===== config.mk =====
export PLATFORM = sky130hd
export DESIGN_NAME = simt_scheduler
export DESIGN_NICKNAME = d
export VERILOG_FILES = /design/src/rtl/states_pkg.sv /design/src/rtl/simt_scheduler_min_pc_select.sv /design/src/rtl/simt_scheduler.sv
export SDC_FILE = /design/constraint.sdc
export NUM_CORES = 1
export LEC_CHECK = 0
export ABC_CLOCK_PERIOD_IN_PS = 8500
export CORE_AREA = 2 2 84 86
export CTS_CLUSTER_DIAMETER = 40
export DETAILED_ROUTE_END_ITERATION = 8
export DIE_AREA = 0 0 86 88
export GPL_TIMING_DRIVEN = 0
export PLACE_DENSITY = 0.92
export SLEW_MARGIN = 20
export SYNTH_ARGS = -nofsm -noshare
export SYNTH_HDL_FRONTEND = slang
export SYNTH_HIERARCHICAL = 1
export SYNTH_SLANG_ARGS = --single-unit

===== constraint.sdc =====
create_clock -name clk -period 8.5 [get_ports clk]
set_input_delay 1.7 -clock clk [delete_from_list [all_inputs] [get_ports clk]]
set_output_delay 1.7 -clock clk [all_outputs]
set_load 0.02 [all_outputs]

===== src/rtl/states_pkg.sv =====
// states_pkg: state encodings shared by the core scheduler, fetcher and LSUs
// Provides sched_state_t (core FSM), fetcher_state_t and lsu_state_t.
package states_pkg;
  typedef enum logic [3:0] {
    S_IDLE    = 4'd0,
    S_FETCH   = 4'd1,
    S_DECODE  = 4'd2,
    S_REQUEST = 4'd3,
    S_WAIT    = 4'd4,
    S_EXECUTE = 4'd5,
    S_UPDATE  = 4'd6,
    S_DONE    = 4'd7,
    S_SELECT  = 4'd8
  } sched_state_t;
  typedef enum logic [2:0] {
    F_IDLE     = 3'd0,
    F_FETCHING = 3'd1,
    F_FETCHED  = 3'd2
  } fetcher_state_t;
  typedef enum logic [1:0] {
    L_IDLE       = 2'd0,
    L_REQUESTING = 2'd1,
    L_WAITING    = 2'd2,
    L_DONE       = 2'd3
  } lsu_state_t;
endpackage


===== src/rtl/simt_scheduler_min_pc_select.sv =====
// min_pc_select: minimum PC over live lanes, via a binary reduction tree
// Ports: thread_pc_i/thread_done_i per lane in; min_pc_o, eq_mask_o (live lanes at min_pc_o),
// any_live_o (at least one lane not retired) out. Purely combinational.
module min_pc_select #(
  parameter int T        = 4,
  parameter int PC_WIDTH = 8
) (
  input  logic [T-1:0][PC_WIDTH-1:0] thread_pc_i,
  input  logic [T-1:0]               thread_done_i,
  output logic [PC_WIDTH-1:0]        min_pc_o,
  output logic [T-1:0]               eq_mask_o,
  output logic                       any_live_o
);
  // Heap layout: leaves at T-1..2T-2, node k combines children 2k+1 and 2k+2.
  logic [PC_WIDTH-1:0] node_pc [2*T-1];
  logic                node_live [2*T-1];
  always_comb begin
    for (int i = 0; i < T; i++) begin
      node_pc[T-1+i]   = thread_pc_i[i];
      node_live[T-1+i] = !thread_done_i[i];
    end
    for (int k = T-2; k >= 0; k--) begin
      node_live[k] = node_live[2*k+1] | node_live[2*k+2];
      node_pc[k]   = (node_live[2*k+1] && (!node_live[2*k+2] || node_pc[2*k+1] <= node_pc[2*k+2]))
                     ? node_pc[2*k+1] : node_pc[2*k+2];
    end
  end
  assign min_pc_o   = node_pc[0];
  assign any_live_o = node_live[0];
  always_comb
    for (int i = 0; i < T; i++) eq_mask_o[i] = !thread_done_i[i] && thread_pc_i[i] == min_pc_o;
endmodule


===== src/rtl/simt_scheduler.sv =====
// simt_scheduler: per-core SIMT sequencer with per-thread PCs and min-PC reconvergence
// Ports: clk/reset (sync, active-high); start + thread_count launch a block; decoded_* and
// fetcher_state/lsu_state/next_pc come from the pipeline; current_pc, active_mask,
// core_state (sched_state_t) and done go back out.
module simt_scheduler
  import states_pkg::*;
#(
  parameter int THREADS_PER_BLOCK = 4,
  parameter int PC_WIDTH          = 8
) (
  input  logic                                      clk,
  input  logic                                      reset,
  input  logic                                      start,
  input  logic [$clog2(THREADS_PER_BLOCK):0]        thread_count,
  input  logic                                      decoded_mem_read_enable,
  input  logic                                      decoded_mem_write_enable,
  input  logic                                      decoded_ret,
  input  logic [2:0]                                fetcher_state,
  input  logic [THREADS_PER_BLOCK-1:0][1:0]         lsu_state,
  input  logic [THREADS_PER_BLOCK-1:0][PC_WIDTH-1:0] next_pc,
  output logic [PC_WIDTH-1:0]                       current_pc,
  output logic [THREADS_PER_BLOCK-1:0]              active_mask,
  output logic [3:0]                                core_state,
  output logic                                      done
);
  localparam int T  = THREADS_PER_BLOCK;
  localparam int CW = $clog2(T) + 1;
  sched_state_t                 state_q, state_d;
  logic [PC_WIDTH-1:0]          pc_q, pc_d, min_pc;
  logic [T-1:0]                 mask_q, mask_d, tdone_q, tdone_d, eq_mask, busy;
  logic [T-1:0][PC_WIDTH-1:0]   tpc_q, tpc_d;
  logic                         done_q, done_d, any_live, mem_op;
  logic [CW-1:0]                tc;
  min_pc_select #(.T(T), .PC_WIDTH(PC_WIDTH)) u_min (
    .thread_pc_i   (tpc_q),
    .thread_done_i (tdone_q),
    .min_pc_o      (min_pc),
    .eq_mask_o     (eq_mask),
    .any_live_o    (any_live)
  );
  assign tc     = thread_count == '0 ? CW'(1) : thread_count;
  assign mem_op = decoded_mem_read_enable | decoded_mem_write_enable;
  always_comb
    for (int i = 0; i < T; i++) busy[i] = lsu_state[i] == L_REQUESTING || lsu_state[i] == L_WAITING;
  always_comb begin
    state_d = state_q;
    pc_d    = pc_q;
    mask_d  = mask_q;
    done_d  = done_q;
    tpc_d   = tpc_q;
    tdone_d = tdone_q;
    case (state_q)
      S_IDLE: if (start) begin
        tpc_d = '0;
        for (int i = 0; i < T; i++) tdone_d[i] = CW'(i) >= tc;
        state_d = S_SELECT;
      end
      S_SELECT: begin
        done_d  = !any_live;
        pc_d    = any_live ? min_pc : pc_q;
        mask_d  = any_live ? eq_mask : mask_q;
        state_d = any_live ? S_FETCH : S_DONE;
      end
      S_FETCH:   state_d = fetcher_state == F_FETCHED ? S_DECODE : S_FETCH;
      S_DECODE:  state_d = S_REQUEST;
      S_REQUEST: state_d = S_WAIT;
      // Only lanes that issued the access can hold the core back.
      S_WAIT:    state_d = (mem_op && |(mask_q & busy)) ? S_WAIT : S_EXECUTE;
      S_EXECUTE: state_d = S_UPDATE;
      S_UPDATE: begin
        for (int i = 0; i < T; i++)
          if (mask_q[i]) begin
            if (decoded_ret) tdone_d[i] = 1'b1;
            else tpc_d[i] = next_pc[i];
          end
        state_d = S_SELECT;
      end
      S_DONE:  state_d = S_DONE;
      default: state_d = S_IDLE;
    endcase
  end
  always_ff @(posedge clk) begin
    if (reset) begin
      state_q <= S_IDLE;
      pc_q    <= '0;
      mask_q  <= '0;
      done_q  <= 1'b0;
      tpc_q   <= '0;
      tdone_q <= '1;
    end else begin
      state_q <= state_d;
      pc_q    <= pc_d;
      mask_q  <= mask_d;
      done_q  <= done_d;
      tpc_q   <= tpc_d;
      tdone_q <= tdone_d;
    end
  end
  assign current_pc  = pc_q;
  assign active_mask = mask_q;
  assign core_state  = state_q;
  assign done        = done_q;
endmodule

==> results of run 1 <==
## flip-flops by register name, summed over array words and instances (netlist names)
name / cells
tpc_q: 32
current_pc: 8
active_mask: 4
tdone_q: 4
done: 1
core_state: 4
## cell type report
type                       count  area (µm²)
buffer                        21         111
timing repair buffer          68         681
inverter                      33         124
sequential                    53        1060
fill                         518        2070
clock inverter                 3        26.3
multi-input combinational    337        2400
tap                           80         100
clock buffer                   5        68.8
## worst reg2reg max path: cells and delay by family (launching register included)
kind	cells	cell delay, ns
fa+ha+maj	2	0.62
flops	1	0.49
simple gates	8	1.46
mux	2	1.08
compound gates	4	1.00
buf+inv	4	0.66
xor+xnor	1	0.19
## cells by family (layout without fill, tap and decap cells)
| logic type | count (synthesis) | after routing | synth area share [%] |
|---|---|---|---|
| buffers and inverters | 54 | 130 | 6.37 |
| flip-flops | 53 | 53 | 28.7 |
| AO/OA/AOI/OAI | 108 | 108 | 20.0 |
| adder cells (fa/ha/maj) | 24 | 24 | 8.13 |
| AND/OR/NAND/NOR | 142 | 142 | 19.5 |
| multiplexers | 32 | 32 | 9.92 |
| XOR/XNOR | 31 | 31 | 7.35 |
## power groups by stage
stage | registers, µW | clock network, µW | logic [µW]
5_1_grt | 264 | 164 | 155
6_report | 263 | 154 | 145
3_3_place_gp | 268 | 0 | 139
3_5_place_dp | 268 | 0 | 142
4_1_cts | 263 | 155 | 143
2_1_floorplan | 269 | 0 | 88.3
## cells in the mapped netlist, types with 4 or more instances
library cell and n:
a211oi_1 5, o211ai_1 6, xor2_1 8, nor2_1 25, nor4_1 4, xnor2_1 23
nand2b_1 5, ha_1 24, a22o_1 16, nand4_1 14, inv_1 33, nand3_1 12
o22ai_1 4, a22oi_1 4, mux2i_1 26, buf_2 5, nand2_1 45, dfxtp_1 53
a21oi_1 40, and2_0 8, nor3_1 10, clkbuf_1 11, o21ai_0 8
## layer usage
metal  GRT usage (%)  part of all wire [%]
met5               0                     0
met1            31.8                    40
met4            14.1                   3.6
met2            48.5                    49
met3            5.75                   7.2
## metrics by stage
| step | hold slack [ns] | setup WS [ns] |
|---|---|---|
| finish | 0.465 | 2.95 |
| global route | 0.485 | 2.57 |
| CTS | 0.464 | 3.16 |
| detailed placement | 0.449 | 3.21 |
| global placement | 0.449 | 3.44 |
| floorplan | 0.460 | 4.15 |
## worst min-delay path by stage
stage	startpoint	end	slack, ns	cells after the start
2_1_floorplan	tpc_q[28]$_SDFFE_PP0P_	tpc_q[28]$_SDFFE_PP0P_	0.46	2
3_3_place_gp	current_pc[5]$_SDFFE_PP0P_	current_pc[5]$_SDFFE_PP0P_	0.45	2
3_5_place_dp	current_pc[3]$_SDFFE_PP0P_	current_pc[3]$_SDFFE_PP0P_	0.45	2
4_1_cts	current_pc[3]$_SDFFE_PP0P_	current_pc[3]$_SDFFE_PP0P_	0.46	2
5_1_grt	current_pc[6]$_SDFFE_PP0P_	current_pc[6]$_SDFFE_PP0P_	0.48	2
6_report	current_pc[3]$_SDFFE_PP0P_	current_pc[3]$_SDFFE_PP0P_	0.47	2
## cells in the final DEF, fill, tap and decap left out, types with 10 or more instances in the layout
master           count
clkdlybuf4s50_1     68
dfxtp_1             53
nand2_1             45
a21oi_1             40
inv_1               33
mux2i_1             26
nor2_1              25
ha_1                24
xnor2_1             23
a22o_1              16
nand4_1             14
nand3_1             12
clkbuf_1            11
nor3_1              10
==> results.md, run 1 <==
- Routability Congestion: 0.938
- Clock power frac: 27.4%
- Fin Setup TNS: 0 ns
- Slew @ Worst Pin: 0.799 ns
- Post-DRT Antenna Nets: 0
- Resized cells post-CTS: 0
- FF+latch count, synth: 53
- Mapped Cells: 444
- Synth warnings: 6
- Cells after DPL: 592
- Fin. Hold Viols: 0
- Most Frequent Cell on Critical Path: nand4_1
- Register-to-Register Path Depth: 21
- Vias in the first global route: 3631
- Initial antenna violation count: 0
- Die height: 88 µm
- Syn Nets: 520
- DRC Markers: 0
- CTS clk-pin slew, worst paths: 0.11 ns
- I/O Pins: 69
- Starting Density: 55.6%
- Synth area leaders: dfxtp_1 29%, ha_1 8.1%, mux2i_1 7.0%, xnor2_1 5.5%, a21oi_1 5.4%
- Non-Filler Instances: 600
- Non-Filler Cell Area, Final: 0.00457 mm²
- Final wirelength: 10.5 mm
- HP Class: flip-flop to flip-flop
- WP depth: 21
- Fraction of layout cells with a size suffix above 1: 5.58%
- # clock sinks: 53
- Postcts setup bufs: 0
- Period minus WS final: 5.55 ns
- Starting DRT DRC Count: 347
- EDFF count, synth: 0
- Setup Viol. Count Final: 0
- Number of CTS-inserted buffers: 5
- Worst reg2reg endpoint: active_mask[3]$_SDFFE_PP0P_
- Share of the synthesized area in the top cell type: 28.7%
- Post-Syn Area per Cell: 8.32 µm²
- Flop pwr share: 46.8%
- Final worst path period share: 65.3%
- Hpwl dp: 7.95 mm
- CP max stage delay: 0.70 ns
- Crit-path max FO: 10
- Gr ovfl total: 0
- Power Dens Cells: 123 mW/mm²
- Mapped Area: 0.00369 mm²
- Combinational Power Share: 25.8%
- Clock Skews: 0.00653 ns
- First-pass GRT wire length: 16.7 mm
- Worst VDD drop: 0.0781 mV
- Crit path required time: 8.75 ns
- DR pass1 iterations: 5
- WL/cell: 17.6 µm
- Critical Path End: active_mask[3]$_SDFFE_PP0P_
- RSZ-0062 raised after global routing: false
- Fmax: 180 MHz
- GRT Resource Usage Total: 27.6%
- Max capacitance violation total: 0
- Switching power: 180 µW
- RR Startpoint: tpc_q[27]$_SDFFE_PP0P_
- Buf+Inv Stages, Crit Path: 4
- Critical path's top delay family: simple AND/OR/NAND/NOR gates
- Critical path class: flip-flop to flip-flop
- Run status: finished, final reports clean
- Area delta synth->final: 23.7%
- H-tree depth: 2
- Die X: 86 µm
- Max transition margin: 45.2%
- Worst R2R Setup Slack: 2.95 ns
- Max clock buf depth: 2
- CTS tree: built
- Synth Flop Type: dfxtp_1
- Worst setup startpoint: tpc_q[27]$_SDFFE_PP0P_
- Placed Area: 0.00448 mm²
- Largest net degree at the start of global routing: 19
- Final net count: 595
- Sw frac: 32.0%
- Worst-path cell chain: inv_1, ha_1, nand4_1, or3b_1, a21oi_2, nor3_1, buf_6, mux2i_1, inv_1, ha_1, nand4_1, nor3_1, a21oi_1, a222oi_1, buf_4, mux2i_1, xnor2_1, nand4_1, nor4_1, nand2_1, a21oi_1
- Slowest CP cell: mux2i_1
- Worst-Skew Late Latency: 0.31 ns
- Row count: 30
- Hold-fix buffer count after cts: 0
- Die area: 0.00757 mm²
- Fin. max-slew vios: 0
- Vias: 3733
- Vias per cell: 6.22
- Port bufs: 68
- Fin util: 68.8%
- Unique masters post-synth: 59
- Diode count: 0
- Ys async rst share: 0%
- Worst Setup End Kind: flip-flop
- Yosys top cell by area: dfxtp_1
- Sequential fraction of the synthesis area: 28.7%
- Internal power: 382 µW
- P_leak: 0.00178 µW
- Floorplan core area: 0.00664 mm²
- Pwr Total: 562 µW
- Root Driver: clkbuf_8
- Critical path data arrival time: 5.80 ns
- Crit path launch type: flip-flop
Power figures use the tool's default switching activity.
==> inputs of run 2 (changes only) <==
ABC_CLOCK_PERIOD_IN_PS = 4500   (was 8500)
CORE_AREA = 2 2 91 93   (was 2 2 84 86)
DIE_AREA = 0 0 93 95   (was 0 0 86 88)
PLACE_DENSITY = 0.84   (was 0.92)
clock period = 4.5 ns   (was 8.5 ns; I/O delays follow)
==> run 2 against run 1 <==
Effect of this change: the run now ends with negative setup slack left; utilization increased by 1.4 points; routed wire length grew 34%; global-route usage is 0.43 points lower; non-clock buffer count is 53 higher; critical path depth stayed put; fmax grew 11%; critical path type unchanged.
==> results.md, run 2 (same netlist as run 1, synthesis figures left out) <==
- Internal power: 861 µW (+130%)
- P_leak: 0.00212 µW (+19%)
- Routability Congestion: 0.921 (-1.8%)
- Largest Register: tpc_q
- Run status: finished with violations
- WL/cell: 20.8 µm (+19%)
- Leading cell types in the layout, fill and taps excluded: 68 x clkdlybuf4s50_1, 48 x buf_4, 43 x nand2_1
- Clock Skews: 0.00830 ns (+0.00178 ns)
- Fin util: 70.2% (+1.4 points)
- Max capacitance violation total: 0 (unchanged)
- Worst Setup End Kind: flip-flop
- Crit-path max FO: 8 (-2)
- # clock sinks: 53 (unchanged)
- Crit path required time: 4.75 ns (-4.00 ns)
- Most common cell after layout, fill and taps aside: clkdlybuf4s50_1
- Fill cell count: 564 (+8.9%)
- Pwr Total: 1230 µW (+120%)
- Period minus WS final: 4.99 ns (-0.561 ns)
- RSZ-0062 raised after global routing: true
- Max transition margin: 45.7% (+0.49 points)
- CP max stage delay: 0.39 ns (-0.31 ns)
- Flop pwr share: 39.9% (-6.9 points)
- Max clock buf depth: 2 (unchanged)
- Clock power frac: 31.5% (+4.1 points)
- Final net count: 648 (+8.9%)
- Vias: 4269 (+14%)
- Non-Filler Cell Area, Final: 0.00556 mm² (+22%)
- CTS tree: built
- Final wirelength: 14.1 mm (+34%)
- CTS clk-pin slew, worst paths: 0.10 ns (about the same)
- Port bufs: 68 (unchanged)
- GRT Resource Usage Total: 27.2% (-0.43 points)
- Largest net degree at the start of global routing: 17 (-2)
- Number of flip-flops in the largest register: 32 (unchanged)
- Starting DRT DRC Count: 523 (+51%)
- Setup Viol. Count Final: 6 (+6)
- Switching power: 365 µW (+100%)
- Die area: 0.00884 mm² (+17%)
- Fraction of layout cells with a size suffix above 1: 29.1% (+24 points)
- Final worst path period share: 111% (+46 points)
- Die X: 93 µm (+8.1%)
- Sw frac: 29.8% (-2.2 points)
- Diode count: 0 (unchanged)
- Initial antenna violation count: 0 (unchanged)
- Critical path class: flip-flop to flip-flop
- DRC Markers: 0 (unchanged)
- Die height: 95 µm (+8.0%)
- I/O Pins: 69 (unchanged)
- Failing checks: negative setup slack
- Setup ws final: -0.490 ns (-3.44 ns)
- Critical path data arrival time: 5.24 ns (-0.56 ns)
- Floorplan core area: 0.00793 mm² (+19%)
- Slowest CP cell: dfxtp_4
- Worst VDD drop: 0.163 mV (+110%)
- Worst-Skew Late Latency: 0.32 ns (about the same)
- Gr ovfl total: 0 (unchanged)
- Placed Area: 0.00451 mm² (+0.70%)
- Vias in the first global route: 3929 (+8.2%)
- Hpwl dp: 7.99 mm (+0.52%)
- DR pass1 iterations: 8 (+3)
- Starting Density: 46.6% (-9.0 points)
- Post-DRT Antenna Nets: 0 (unchanged)
- First-pass GRT wire length: 19.1 mm (+15%)
- Fin. max-slew vios: 0 (unchanged)
- Multi-input gate area: 0.00281 mm² (+17%)
- HP Class: flip-flop to flip-flop
- Row count: 33 (+10%)
- Power Dens Cells: 220 mW/mm² (+79%)
- Area delta synth->final: 50.6%
- Register Area: 0.00114 mm² (+7.4%)
- Fin. Hold Viols: 0 (unchanged)
- Fmax: 200 MHz (+11%)
- Fin Setup TNS: -1.93 ns (-1.93 ns)
- Crit path launch type: flip-flop
- Slew @ Worst Pin: 0.814 ns (+0.0154 ns)
- Number of CTS-inserted buffers: 5 (unchanged)
- H-tree depth: 2 (unchanged)
- Combinational Power Share: 28.5% (+2.7 points)
- Root Driver: clkbuf_8
- Vias per cell: 6.30 (+1.2%)
- Worst-path cell chain: inv_1, ha_1, nand4_1, or3b_1, a21oi_2, nor3_1, buf_6, mux2i_4, inv_2, ha_4, nand4_1, nor3_4, a21oi_2, a22oi_1, nand2_2, mux2i_4, xor2_1, a2111oi_2, nor4b_2, nand2_1, a21oi_1
-- run 2: layout make-up --
cell class,count,area share [%]
Clock buffer,5,1.24
Multi-Input combinational cell,337,50.5
Timing Repair Buffer,121,19.8
Tap cell,105,2.36
Buffer,21,2.14
Clock inverter,3,1.17
Inverter,33,2.32
Sequential cell,53,20.5
-- run 2: routing by layer --
layer	global-route usage, %	part of all wire (%)
met1	31.8	38
met2	48.0	46
met3	5.35	8.8
met4	12.6	7.1
met5	0	0
-- run 2: worst paths after layout --
| kind | cells after the start | slack (ns) | to | from |
|---|---|---|---|---|
| worst min register to register | 2 | 0.47 | current_pc[2]$_SDFFE_PP0P_ | current_pc[2]$_SDFFE_PP0P_ |
| worst max-delay path | 21 | -0.49 | active_mask[2]$_SDFFE_PP0P_ | tpc_q[27]$_SDFFE_PP0P_ |
| worst min-delay path | 2 | 0.47 | current_pc[2]$_SDFFE_PP0P_ | current_pc[2]$_SDFFE_PP0P_ |
| worst max register to register | 21 | -0.49 | active_mask[2]$_SDFFE_PP0P_ | tpc_q[27]$_SDFFE_PP0P_ |
-- run 2: power by group through the flow --
stage	clock network, µW	registers, µW	logic, µW
2_1_floorplan	0	508	167
3_3_place_gp	0	507	265
3_5_place_dp	0	507	271
4_1_cts	388	497	315
5_1_grt	409	491	369
6_report	387	489	350
-- run 2: repair_timing --
action,in CTS,in global routing
gates cloned,0,1
buffers inserted,15,38
resized for setup,43,84
endpoints found under the setup margin,9,9
hold buffers,0,0
pin swaps,4,21
-- run 2: metrics by stage --
stage / hold slack (ns) / setup slack, ns / std cells
floorplan: 0.460 / 0.153 / 444
global placement: 0.450 / -0.575 / 617
detailed placement: 0.450 / -0.704 / 617
CTS: 0.464 / 0.00131 / 640
global route: 0.490 / -0.561 / 678
finish: 0.468 / -0.490 / 678
-- run 2: critical path: cells and delay by family, from the launching register on --
kind | cells | cell delay, ns
XOR/XNOR | 1 | 0.18
adder cells (fa/ha/maj) | 2 | 0.60
AO/OA/AOI/OAI | 5 | 1.12
buffers and inverters | 3 | 0.32
AND/OR/NAND/NOR | 8 | 1.83
multiplexers | 2 | 0.48
flip-flops | 1 | 0.39
